$ cat config.mk
export PLATFORM = sky130hd
export DESIGN_NAME = instr_decode
export DESIGN_NICKNAME = d
export VERILOG_FILES = /design/src/rtl/instr_decode.sv
export SDC_FILE = /design/constraint.sdc
export NUM_CORES = 1
export LEC_CHECK = 0
export CAP_MARGIN = 20
export CORE_AREA = 3 3 120 122
export DETAILED_ROUTE_END_ITERATION = 8
export DIE_AREA = 0 0 123 125
export PLACE_DENSITY_LB_ADDON = 0.2
export SYNTH_ARGS = -nofsm -noshare
export SYNTH_HDL_FRONTEND = slang
export SYNTH_SLANG_ARGS = --single-unit
$ cat constraint.sdc
create_clock -name clk -period 7 [get_ports clk]
set_clock_uncertainty 0.15 [all_clocks]
set_input_delay 1.05 -clock clk [delete_from_list [all_inputs] [get_ports clk]]
set_output_delay 1.05 -clock clk [all_outputs]
set_load 0.02 [all_outputs]
$ cat src/rtl/instr_decode.sv
// Decode stage: turns fetched words into registered operand/control bundles.
// Latency: one edge from acceptance to registered outputs; a NOP loads when nothing is accepted.
// Backpressure: instr_ready drops on a load-use hazard, in the branch shadow, on redirect and in reset.
module instr_decode (
  input  logic        clk,
  input  logic        rst,
  input  logic [31:0] instr,
  input  logic [31:0] instr_pc,
  input  logic        instr_valid,
  output logic        instr_ready,
  output logic [4:0]  rs1_addr,
  output logic [4:0]  rs2_addr,
  input  logic [31:0] rs1_data,
  input  logic [31:0] rs2_data,
  input  logic [4:0]  wb_addr,
  input  logic [31:0] wb_data,
  input  logic        pc_set,
  output logic [6:0]  opcode,
  output logic [2:0]  funct3,
  output logic [6:0]  funct7,
  output logic [31:0] op1,
  output logic [31:0] op2,
  output logic [12:0] offset,
  output logic [31:0] pc,
  output logic [4:0]  rd,
  output logic        illegal
);

  localparam logic [6:0] OPC_OP     = 7'b0110011;
  localparam logic [6:0] OPC_OP_IMM = 7'b0010011;
  localparam logic [6:0] OPC_BRANCH = 7'b1100011;

  typedef enum logic {RUN, SHADOW} state_t;

  state_t      state, state_nxt;
  logic [6:0]  op_in;
  logic [31:0] rs1_val, rs2_val;
  logic        uses_rs2, hazard, accept;

  logic [6:0]  d_opcode, d_funct7;
  logic [2:0]  d_funct3;
  logic [31:0] d_op1, d_op2, d_pc;
  logic [12:0] d_offset;
  logic [4:0]  d_rd;
  logic        d_illegal;

  assign op_in    = instr[6:0];
  assign rs1_addr = instr[19:15];
  assign rs2_addr = instr[24:20];

  // Operand fetch with execute-stage forwarding; x0 is hard-wired to zero.
  always_comb begin
    rs1_val = rs1_data;
    rs2_val = rs2_data;
    if (rs1_addr == 5'd0)          rs1_val = 32'd0;
    else if (rs1_addr == wb_addr)  rs1_val = wb_data;
    if (rs2_addr == 5'd0)          rs2_val = 32'd0;
    else if (rs2_addr == wb_addr)  rs2_val = wb_data;
  end

  // Load-use hazard against the instruction now sitting in the output register.
  always_comb begin
    uses_rs2 = (op_in == OPC_OP) || (op_in == OPC_BRANCH);
    hazard   = instr_valid && (rd != 5'd0) &&
               ((rs1_addr == rd) || (uses_rs2 && (rs2_addr == rd)));
  end

  assign instr_ready = !rst && (state == RUN) && !pc_set && !hazard;
  assign accept      = instr_valid && instr_ready;

  // Next-state and next output bundle; defaults describe a NOP that keeps pc.
  always_comb begin
    state_nxt = RUN;
    d_opcode  = 7'd0;
    d_funct3  = 3'd0;
    d_funct7  = 7'd0;
    d_op1     = 32'd0;
    d_op2     = 32'd0;
    d_offset  = 13'd0;
    d_pc      = pc;
    d_rd      = 5'd0;
    d_illegal = 1'b0;
    if (accept) begin
      case (op_in)
        OPC_OP: begin
          d_opcode = op_in;
          d_funct3 = instr[14:12];
          d_funct7 = instr[31:25];
          d_op1    = rs1_val;
          d_op2    = rs2_val;
          d_pc     = instr_pc;
          d_rd     = instr[11:7];
        end
        OPC_OP_IMM: begin
          d_opcode = op_in;
          d_funct3 = instr[14:12];
          // Only shifts carry funct7; ADDI etc. must not alias onto SUB/SRA.
          if (instr[13:12] == 2'b01) d_funct7 = instr[31:25];
          d_op1    = rs1_val;
          d_op2    = {{20{instr[31]}}, instr[31:20]};
          d_pc     = instr_pc;
          d_rd     = instr[11:7];
        end
        OPC_BRANCH: begin
          d_opcode  = op_in;
          d_funct3  = instr[14:12];
          d_op1     = rs1_val;
          d_op2     = rs2_val;
          d_offset  = {instr[31], instr[7], instr[30:25], instr[11:8], 1'b0};
          d_pc      = instr_pc;
          state_nxt = SHADOW;
        end
        default: d_illegal = 1'b1;
      endcase
    end
  end

  // State register; SHADOW always falls back to RUN after one edge.
  always_ff @(posedge clk or posedge rst) begin
    if (rst) state <= RUN;
    else     state <= state_nxt;
  end

  // Registered decode outputs.
  always_ff @(posedge clk or posedge rst) begin
    if (rst) begin
      opcode  <= 7'd0;
      funct3  <= 3'd0;
      funct7  <= 7'd0;
      op1     <= 32'd0;
      op2     <= 32'd0;
      offset  <= 13'd0;
      pc      <= 32'd0;
      rd      <= 5'd0;
      illegal <= 1'b0;
    end else begin
      opcode  <= d_opcode;
      funct3  <= d_funct3;
      funct7  <= d_funct7;
      op1     <= d_op1;
      op2     <= d_op2;
      offset  <= d_offset;
      pc      <= d_pc;
      rd      <= d_rd;
      illegal <= d_illegal;
    end
  end

endmodule

### After elaboration in Yosys (flattened, before gate mapping)

Index checks and enable logic that the tools add are counted.

| storage, ports and cells | value |
|---|---|
| bits in registers | 133 |
| input port bits | 169 |
| output and inout port bits | 143 |
| logic and storage cells | 61 |

| cells by class | value |
|---|---|
| eq/ne operators | 8 |
| muxes and demuxes | 23 |
| bitwise gates (word level) | 1 |
| reductions and logical operators | 19 |

Operators by type and width:

| kind | number |
|---|---|
| $mux W32 | 7 |
| $pmux W32 S2 | 1 |
| $mux W7 | 4 |
| $mux W13 | 2 |
| $eq A5 B5 Y1 | 4 |
| $pmux W7 S2 | 1 |
| $logic_not A5 Y1 | 2 |
| $mux W5 | 2 |
| $eq A7 B5 Y1 const B | 1 |
| $eq A7 B6 Y1 const B | 1 |
| $eq A7 B7 Y1 const B | 1 |
| $logic_and A1 B1 Y1 | 7 |
| $mux W3 | 2 |
| $reduce_bool A5 Y1 | 1 |
| $mux W1 | 4 |
| $reduce_or A2 Y1 | 2 |
| $logic_not A1 Y1 | 3 |
| $reduce_or A3 Y1 | 1 |
| $eq A2 B1 Y1 const B | 1 |
| $logic_or A1 B1 Y1 | 2 |
| $reduce_and A2 Y1 | 1 |
| $not A1 Y1 | 1 |

### Longest topological paths before layout

Gate-level depths: netlist of the first run.

| depth | value |
|---|---|
| depth in word-level cells | 9 |
| gate-level depth with buffers | 7 |
| depth with buffers taken out | 5 |

### Least setup slack after synthesis of the first run

OpenSTA, ideal clock, no wires.

| timing | value |
|---|---|
| path kind | in2out |
| start | input instr[2] |
| end | output instr_ready |
| arrival time | 2,312 ps |
| data required time | 5,800 ps |
| setup slack | 3,488 ps |
| cell stages on the path | 5 |
| buffers on the path | 0 |
| path through | and4bb_2 > nand3_2 > or3_1 > a21oi_2 > a21boi_0 |

| between the ends | value |
|---|---|
| word-level cells in the longest chain between the ends | 7 |
| elaborated cells on any way between the ends | 8 |
| classes of those cells | 2 x eq/ne; 6 x reduce/logical |

RTL lines:

| element | RTL line | text |
|---|---|---|
| from (decl) | 7 | `input logic [31:0] instr,` |
| $eq A7 B6 Y1 or $eq A7 B7 Y1 (tied branches) | 63 | `uses_rs2 = (op_in == OPC_OP) \|\| (op_in == OPC_BRANCH);` |
| $logic_or A1 B1 Y1 * | 63 |  |
| $logic_and A1 B1 Y1 * | 65 | `((rs1_addr == rd) \|\| (uses_rs2 && (rs2_addr == rd)));` |
| $logic_or A1 B1 Y1 * | 65 |  |
| $logic_and A1 B1 Y1 * | 64 | `hazard = instr_valid && (rd != 5'd0) &&` |
| $logic_not A1 Y1 * | 68 | `assign instr_ready = !rst && (state == RUN) && !pc_set && !hazard;` |
| $logic_and A1 B1 Y1 * | 68 |  |
| to (decl) | 10 | `output logic instr_ready,` |

Every way passes the cells marked *; elsewhere a longest branch is shown, timed or not.

### Worst setup path in the final report of the first run

| timing | value |
|---|---|
| start | input instr[4] |
| end | output instr_ready |

Same word-level chain as after synthesis.

==> impl_metrics.yaml, run 1 <==
outcome:
  status: "finished clean"
worst_setup_path:
  critPathLaunch: "instr[4]"
  r2r_start: "state$_DFF_PP0_"
  required_ps: 5800
  crit_path_start_kind: "input port"
  worstPathArrival_ps: 3910
  path_class: "input port to output pin"
  crit_path_max_incr_delay_ps: 730
  path_common_cell: "clkdlybuf4s50_1"
  end_kind: "output pin"
  cp_max_fo: 33
  cp_cell_sequence: "clkdlybuf4s50_1 -> xor2_1 -> nand3_2 -> or3_1 -> a21oi_4 -> buf_4 -> a21boi_0 -> clkdlybuf4s50_1"
  cpMaxStageDelayCell: "clkdlybuf4s50_1"
detailed_routing:
  drtIter0Drc: 326
  wire_per_inst_um: 20.9
  postRouteAntennaNets: 0
  drt_first_pass_iters: 4
  via_count: 4777
  post-route-drc-count: 0
  via_per_inst: 5.14
  wirelength_mm: 19.4
synth:
  synth-main-ff-cell: "dfrtp_1"
  avgSynthCellArea_um2: 12.8
  synth_top_cell_area_share_pct: 58.8
  ys_async_sr_fraction_pct: 100
  synth_most_common_cell: "dfrtp_1"
  yosys_warnings: 0
  synth.cell_area_um2: 5620
  ys_seq_elements: 132
  synth_common_cells: "dfrtp_1, nor3_1, mux2i_1"
  synth_cell_types: 45
  synth_seq_area_share_pct: 58.8
  synthTopCellsByArea: "dfrtp_1, mux2_4, mux2i_1"
  synth_top_area_cell: "dfrtp_1"
  synth_edf_count: 0
  synthCells: 440
sta:
  rsz0062_at_grt: "no"
  finalCriticalPeriod_ps: 5110
  worst_slew_pin_slew_ps: 937
  finalHoldViolations: 0
  setup_viol: 0
  relSlewSlack_pct: 37.5
  fin_crit_sh_pct: 73.0
  fmax_mhz: 196
  tns_ps: 0
  slew_violations: 0
clock_network:
  cts_setup_buffers: 0
  cts_tree: "yes"
  cts_resized: 0
  cts_sinks: 132
  cts_hold_buf: 0
  clkTransAtPathRegs_ps: 50
  clockBufferDepth: 2
  htreeDepth: 4
  cts-root-buf: "clkbuf_16"
  worst_skew_pair.late_latency_ps: 410
  cts_buffers: 17
placed_design:
  gp_congestion: 0.810
  io_buffers: 310
  dpl_cell_area_um2: 8830
  dp.cells: 896
  dp_hpwl_mm: 14.5
min_path:
  hp-start: "pc[30]$_DFFE_PP0P_"
  hold_path.class: "flip-flop to flip-flop"
flow_run:
  drv_cap: 0
power:
  powerDensity_nw_per_um2: 200
  p_leak_nw: 3.91
  vdd_ir_drop_max_v: 0.000215
global_routing:
  overflow: 0
  grt_pass1_wl_mm: 29.1
  antenna_found_initial: 1
  track_usage_pct: 25.3
  grt_pass1_vias: 5002
  grt_max_degree: 87
floorplanning:
  ioPinCount: 312
  start_util_pct: 42.2
  die_x_um: 123
  die_area_um2: 15400
  core_um2: 13300
  fp-row-count: 42
  dieHeight_um: 125
final_layout:
  fin_area_um2: 9420
  fin_cells: 929
  syn2layout_area_growth_pct: 67.7
  final_util_pct: 70.8
  nets: 908
  drive_above_1_share_pct: 10.2
  fillers: 945
[critical path: cells and delay by family]
| kind | cells | cell delay [ps] |
|---|---|---|
| AND/OR/NAND/NOR | 2 | 620 |
| XOR/XNOR | 1 | 240 |
| buffers and inverters | 3 | 1660 |
| AO/OA/AOI/OAI | 2 | 310 |
[path summary, 6_finish.rpt]
path | slack (ps) | depth (start not counted) | to
setup / recovery | 1890 | 8 | instr_ready
hold / removal | 330 | 1 | pc[30]$_DFFE_PP0P_
setup reg to reg | 3840 | 6 | pc[25]$_DFFE_PP0P_
hold reg to reg | 330 | 1 | pc[30]$_DFFE_PP0P_
max in group asynchronous | 4560 | 3 | op1[29]$_DFF_PP0_
min in group asynchronous | 1050 | 2 | offset[2]$_DFF_PP0_
[sequential cells by signal (all words and copies together) (netlist names)]
signal,cells
op1,32
funct3,3
rd,5
pc,32
funct7,7
illegal,1
state,1
offset,12
op2,32
opcode,7
[layout make-up]
| cell class | instances | area, um2 | share of cell area (%) |
|---|---|---|---|
| Antenna cell | 1 | 2.50 | 0.0266 |
| Clock buffer | 23 | 478 | 5.08 |
| Clock inverter | 9 | 103 | 1.09 |
| Inverter | 3 | 16.3 | 0.173 |
| Multi-Input combinational cell | 267 | 2130 | 22.6 |
| Sequential cell | 132 | 3300 | 35.1 |
| Tap cell | 176 | 220 | 2.34 |
| Timing Repair Buffer | 318 | 3160 | 33.6 |
[where the power goes]
part	switching, mW	internal, mW	total, mW
logic	0.0971	0.140	0.237
clock network	0.316	0.549	0.865
registers	0.00724	0.777	0.784
total	0.420	1.47	1.89
[cells in the final DEF (no fill, tap or decap), types with 13 or more instances in the layout]
master / instances
a21oi_1: 27
a22oi_1: 31
and2_1: 19
clkbuf_16: 17
clkdlybuf4s50_1: 310
dfrtp_1: 132
mux2_4: 24
mux2i_1: 32
nand2_1: 17
nor3_1: 37
xor2_1: 13
[per-stage QoR]
stage / hold slack, ps / power, mW / worst slack [ps]
2_1_floorplan: 459 / 0.881 / 2270
3_3_place_gp: 321 / 1.03 / 1980
3_5_place_dp: 325 / 1.03 / 1880
4_1_cts: 337 / 1.90 / 1870
5_1_grt: 369 / 1.96 / 1720
6_report: 331 / 1.89 / 1890
[layer usage]
metal	up-vias	wire length, um	track usage [%]
li1	2160	-	-
met1	2347	7250	29.5
met2	227	9830	42.5
met3	43	1680	8.36
met4	0	680	10.8
met5	-	0	0
[cells by family after synthesis]
group,share of synthesized area [%]
XOR/XNOR,3.28
AO/OA/AOI/OAI,9.29
multiplexers,13.7
flip-flops,58.8
AND/OR/NAND/NOR,10.5
buffers and inverters,4.28
other,0.0668
Power figures use the tool's default switching activity.
==> inputs of run 2 (changes only) <==
CORE_AREA = 3 3 112 156   (was 3 3 120 122)
DIE_AREA = 0 0 115 159   (was 0 0 123 125)
clock period = 4.1 ns   (was 7 ns; I/O delays follow)
==> run 2 against run 1 <==
  * Flip-flop and latch count unchanged
  * Global-route usage decreased by 3.6 points
  * Clock-buffer cell count increased by 2
  * Cell area increased by 1.1%
  * Sequential share of layout area decreased by 0.39 points
  * Hold slack improved by 3.4 ps
  * Critical endpoint unchanged
  * Largest power group unchanged
==> impl_metrics.yaml, run 2 (synthesized netlist as in run 1, its figures left out) <==
clock_network:
  cts_tree: "yes"
  cts_buffers: 17
  cts_resized: 0
  worst_skew_pair.late_latency_ps: 410
  cts_hold_buf: 0
  clkTransAtPathRegs_ps: 50
  htreeDepth: 4
  cts-root-buf: "clkbuf_16"
  clockBufferDepth: 2
  cts_setup_buffers: 0
  cts_sinks: 132
outcome:
  status: "finished clean"
detailed_routing:
  drt_first_pass_iters: 4
  postRouteAntennaNets: 0
  wire_per_inst_um: 20.8
  drtIter0Drc: 186
  via_per_inst: 5.01
  via_count: 4803
  post-route-drc-count: 0
  wirelength_mm: 19.9
final_layout:
  fillers: 1375
  final_util_pct: 58.6
  multi_input_area_um2: 2110
  largestRegisters: "op1 x32, op2 x32, pc x32"
  final_cell_mix: "clkdlybuf4s50_1, dfrtp_1, nor3_1"
  fin_cells: 958
  num_antenna_cells: 0
  nets: 915
  drive_above_1_share_pct: 11.1
  final_common_cell: "clkdlybuf4s50_1"
  syn2layout_area_growth_pct: 69.6
  regArea_um2: 3300
worst_setup_path:
  path_common_cell: "clkdlybuf4s50_1"
  worstPathArrival_ps: 2840
  crit_path_start_kind: "input port"
  required_ps: 3340
  cp_cell_sequence: "clkdlybuf4s50_1 -> and4bb_2 -> nand3_2 -> or3_1 -> a21oi_2 -> a21boi_0 -> clkdlybuf4s50_1"
  path_buf_inv: 2
  path_class: "input port to output pin"
  cp_max_fo: 5
  crit_path_max_incr_delay_ps: 570
  crit_family: "buffers and inverters"
  cpMaxStageDelayCell: "clkdlybuf4s50_1"
  end_kind: "output pin"
  r2r_setup_slack_ps: 1580
placed_design:
  dp.cells: 926
  io_buffers: 310
  gp_congestion: 0.814
  dp_hpwl_mm: 15.5
min_path:
  hold_path.class: "flip-flop to flip-flop"
floorplanning:
  dieHeight_um: 159
  ioPinCount: 312
  die_area_um2: 18300
  die_x_um: 115
  fp-row-count: 55
  core_um2: 16200
  start_util_pct: 34.6
sta:
  hold_slack_ps: 334
  slew_violations: 0
  setup_viol: 0
  finalHoldViolations: 0
  fin_crit_sh_pct: 88.0
  relSlewSlack_pct: 51.9
  tns_ps: 0
  rsz0062_at_grt: "no"
  finalCriticalPeriod_ps: 3610
  fmax_mhz: 277
  worst_slew_pin_slew_ps: 720
power:
  powerDensity_nw_per_um2: 337
  p_leak_nw: 3.95
  vdd_ir_drop_max_v: 0.000214
global_routing:
  grt_max_degree: 70
  grt_pass1_vias: 5160
  overflow: 0
  grt_pass1_wl_mm: 30.1
  track_usage_pct: 21.7
  antenna_found_initial: 0
flow_run:
  drv_cap: 0
[run 2: cell types whose count changed in the layout (fill, tap and decap cells not counted), moves of 2 or more]
cell,change
buf_12,+4
clkinv_2,-2
clkbuf_8,+2
buf_4,+3
[run 2: power by group]
group          switching, mW  internal [mW]
Clock                  0.546          0.914
Combinational          0.167          0.243
Sequential            0.0122           1.33
Total                  0.726           2.48
[run 2: routing by layer]
layer | vias up | routed length [um] | track usage [%] | share of wire, %
met5 | - | 0 | 0 | 0
met4 | 0 | 779 | 10.5 | 3.9
met3 | 45 | 1240 | 4.75 | 6.2
met2 | 207 | 10900 | 39.5 | 55
met1 | 2378 | 7030 | 23.3 | 35
li1 | 2173 | - | - | -
[run 2: worst paths after layout]
path	startpoint	to	cells past startpoint
setup reg to reg	rd[0]$_DFF_PP0_	pc[30]$_DFFE_PP0P_	6
hold / removal	pc[31]$_DFFE_PP0P_	pc[31]$_DFFE_PP0P_	1
hold reg to reg	pc[31]$_DFFE_PP0P_	pc[31]$_DFFE_PP0P_	1
min in group asynchronous	rst	rd[0]$_DFF_PP0_	2
max in group asynchronous	rst	op1[19]$_DFF_PP0_	3
setup / recovery	instr[2]	instr_ready	7
[run 2: final cells by class]
cell class              instances  area share [%]
flip-flops and latches        132            34.7
repair buffers                325            34.3
multi-input cells             267            22.2
clock buffers                  25            5.31
well taps                     199            2.61
clock inverters                 7           0.749
inverters                       3           0.158
[run 2: metrics by stage]
stage | total power, mW | setup slack (ps) | cell area (um2)
final | 3.21 | 491 | 9520
after global placement | 1.77 | 489 | 8950
after CTS | 3.25 | 472 | 9520
after detailed placement | 1.77 | 486 | 8950
after global routing | 3.32 | 354 | 9520
after floorplan | 1.50 | 1460 | 5630
==> inputs of run 3 (changes only) <==
CORE_AREA = 3 3 106 148   (was 3 3 112 156)
DIE_AREA = 0 0 109 151   (was 0 0 115 159)
GPL_ROUTABILITY_DRIVEN = 0   (was not set)
clock period = 3.9 ns   (was 4.1 ns; I/O delays follow)
==> run 3 against run 2 <==
  * Sequential power is 5% higher
  * Setup slack lost 130 ps
  * Non-clock buffer count increased by 4
  * Cell count shrank 0.52%
  * Sequential share of layout area decreased by 0.33 points
  * Combinational power grew 6.3%
  * Die area decreased by 10%
  * Register-to-register slack worse by 170 ps
  * Clock power up 18%
  * Core utilization increased by 7.6 points
  * Via count rose by 0.69%
  * Critical path type unchanged
  * Largest power group unchanged
==> impl_metrics.yaml, run 3 (synthesized netlist as in run 1, its figures left out) <==
power:
  p_clk_share_pct: 48.3
  seq_power_share_pct: 39.5
  switching_share_pct: 22.8
  powerDensity_nw_per_um2: 371
  total_power_mw: 3.56
  vdd_ir_drop_max_v: 0.000229
  comb_power_share_pct: 12.2
  p_leak_nw: 4.00
  p_int_mw: 2.75
  power.switching_uw: 813
placed_design:
  dp.cells: 920
  dp_hpwl_mm: 15.5
  pre_cts_slack_ps: 338
  dpl_cell_area_um2: 8970
  io_buffers: 310
sta:
  relSlewSlack_pct: 40.5
  finalCriticalPeriod_ps: 3540
  slew_violations: 0
  fmax_mhz: 282
  tns_ps: 0
  finalHoldViolations: 0
  worst_slew_pin_slew_ps: 890
  rsz0062_at_grt: "no"
  hold_slack_ps: 338
  setup_viol: 0
  fin_crit_sh_pct: 90.8
  fin_ws_ps: 359
final_layout:
  largestRegisters: "op1 x32, op2 x32, pc x32"
  fin_area_um2: 9610
  fin_cells: 953
  final_common_cell: "clkdlybuf4s50_1"
  final_cell_mix: "clkdlybuf4s50_1, dfrtp_1, nor3_1"
  final_util_pct: 66.3
  drive_above_1_share_pct: 11.8
  nets: 919
  syn2layout_area_growth_pct: 71.2
detailed_routing:
  post-route-drc-count: 0
  via_per_inst: 5.07
  postRouteAntennaNets: 0
  drt_first_pass_iters: 4
  wirelength_mm: 20.3
  drtIter0Drc: 155
  via_count: 4836
  wire_per_inst_um: 21.3
worst_setup_path:
  end_kind: "output pin"
  worstPathArrival_ps: 2810
  required_ps: 3160
  path_class: "input port to output pin"
  r2r_start: "rd[2]$_DFF_PP0_"
  r2r_setup_slack_ps: 1410
  reg2reg_to: "op2[26]$_DFF_PP0_"
  cp_max_fo: 5
  reg2reg_depth: 6
  crit_path_start_kind: "input port"
global_routing:
  grt_pass1_vias: 5112
  grt_pass1_wl_mm: 29.2
  overflow: 0
  track_usage_pct: 24.2
  antenna_found_initial: 1
  grt_max_degree: 58
clock_network:
  worst_skew_pair.late_latency_ps: 410
  cts_tree: "yes"
  cts_buffers: 17
  cts_setup_buffers: 0
  cts-root-buf: "clkbuf_16"
  cts_sinks: 132
  cts_hold_buf: 0
  clockBufferDepth: 2
  clkTransAtPathRegs_ps: 60
  htreeDepth: 4
  cts_resized: 0
min_path:
  hold_path.class: "flip-flop to flip-flop"
  hold-path-endpoint: "pc[30]$_DFFE_PP0P_"
  hp-start: "pc[30]$_DFFE_PP0P_"
  hold_depth: 1
floorplanning:
  die_x_um: 109
  start_util_pct: 38.7
  fp-row-count: 52
  die_area_um2: 16500
  core_um2: 14500
  ioPinCount: 312
  dieHeight_um: 151
outcome:
  status: "finished clean"
flow_run:
  drv_cap: 0
==> run 3: how the worst max path moves through the flow <==
stage | start | end | slack (ps) | cells after the start
2_1_floorplan | instr[2] | instr_ready | 1320 | 5
3_3_place_gp | instr[21] | instr_ready | 380 | 7
3_5_place_dp | instr[21] | instr_ready | 340 | 7
4_1_cts | instr[21] | instr_ready | 320 | 7
5_1_grt | instr[21] | instr_ready | 250 | 7
6_report | instr[21] | instr_ready | 360 | 7
==> run 3: worst max-delay path: stages <==
cell	delay [ps]
clkdlybuf4s50_1	630
xnor2_1	160
nand2_1	140
or3_1	450
a21oi_4	170
a21boi_0	100
clkdlybuf4s50_1	560
==> run 3: final cells by class <==
class                           instances  area, um2
Antenna cell                            1       2.50
Clock buffer                           19        443
Fill cell                            1120       4900
Inverter                                3       15.0
Sequential cell                       132       3300
Multi-Input combinational cell        267       2120
Tap cell                              189        236
Clock inverter                         13        196
Timing Repair Buffer                  329       3300
==> run 3: layer usage <==
metal / vias up / wire, um / GRT usage, %
li1: 2185 / - / -
met2: 198 / 11100 / 44.0
met3: 36 / 1330 / 5.71
met4: 0 / 621 / 11.1
met5: - / 0 / 0
met1: 2417 / 7220 / 26.1
==> run 3: power by group through the flow <==
stage	registers [mW]	clock network, mW	logic (mW)
after global routing	1.41	1.82	0.463
after global placement	1.43	0	0.431
after CTS	1.41	1.76	0.441
final	1.41	1.72	0.436
after floorplan	1.46	0	0.120
after detailed placement	1.43	0	0.437
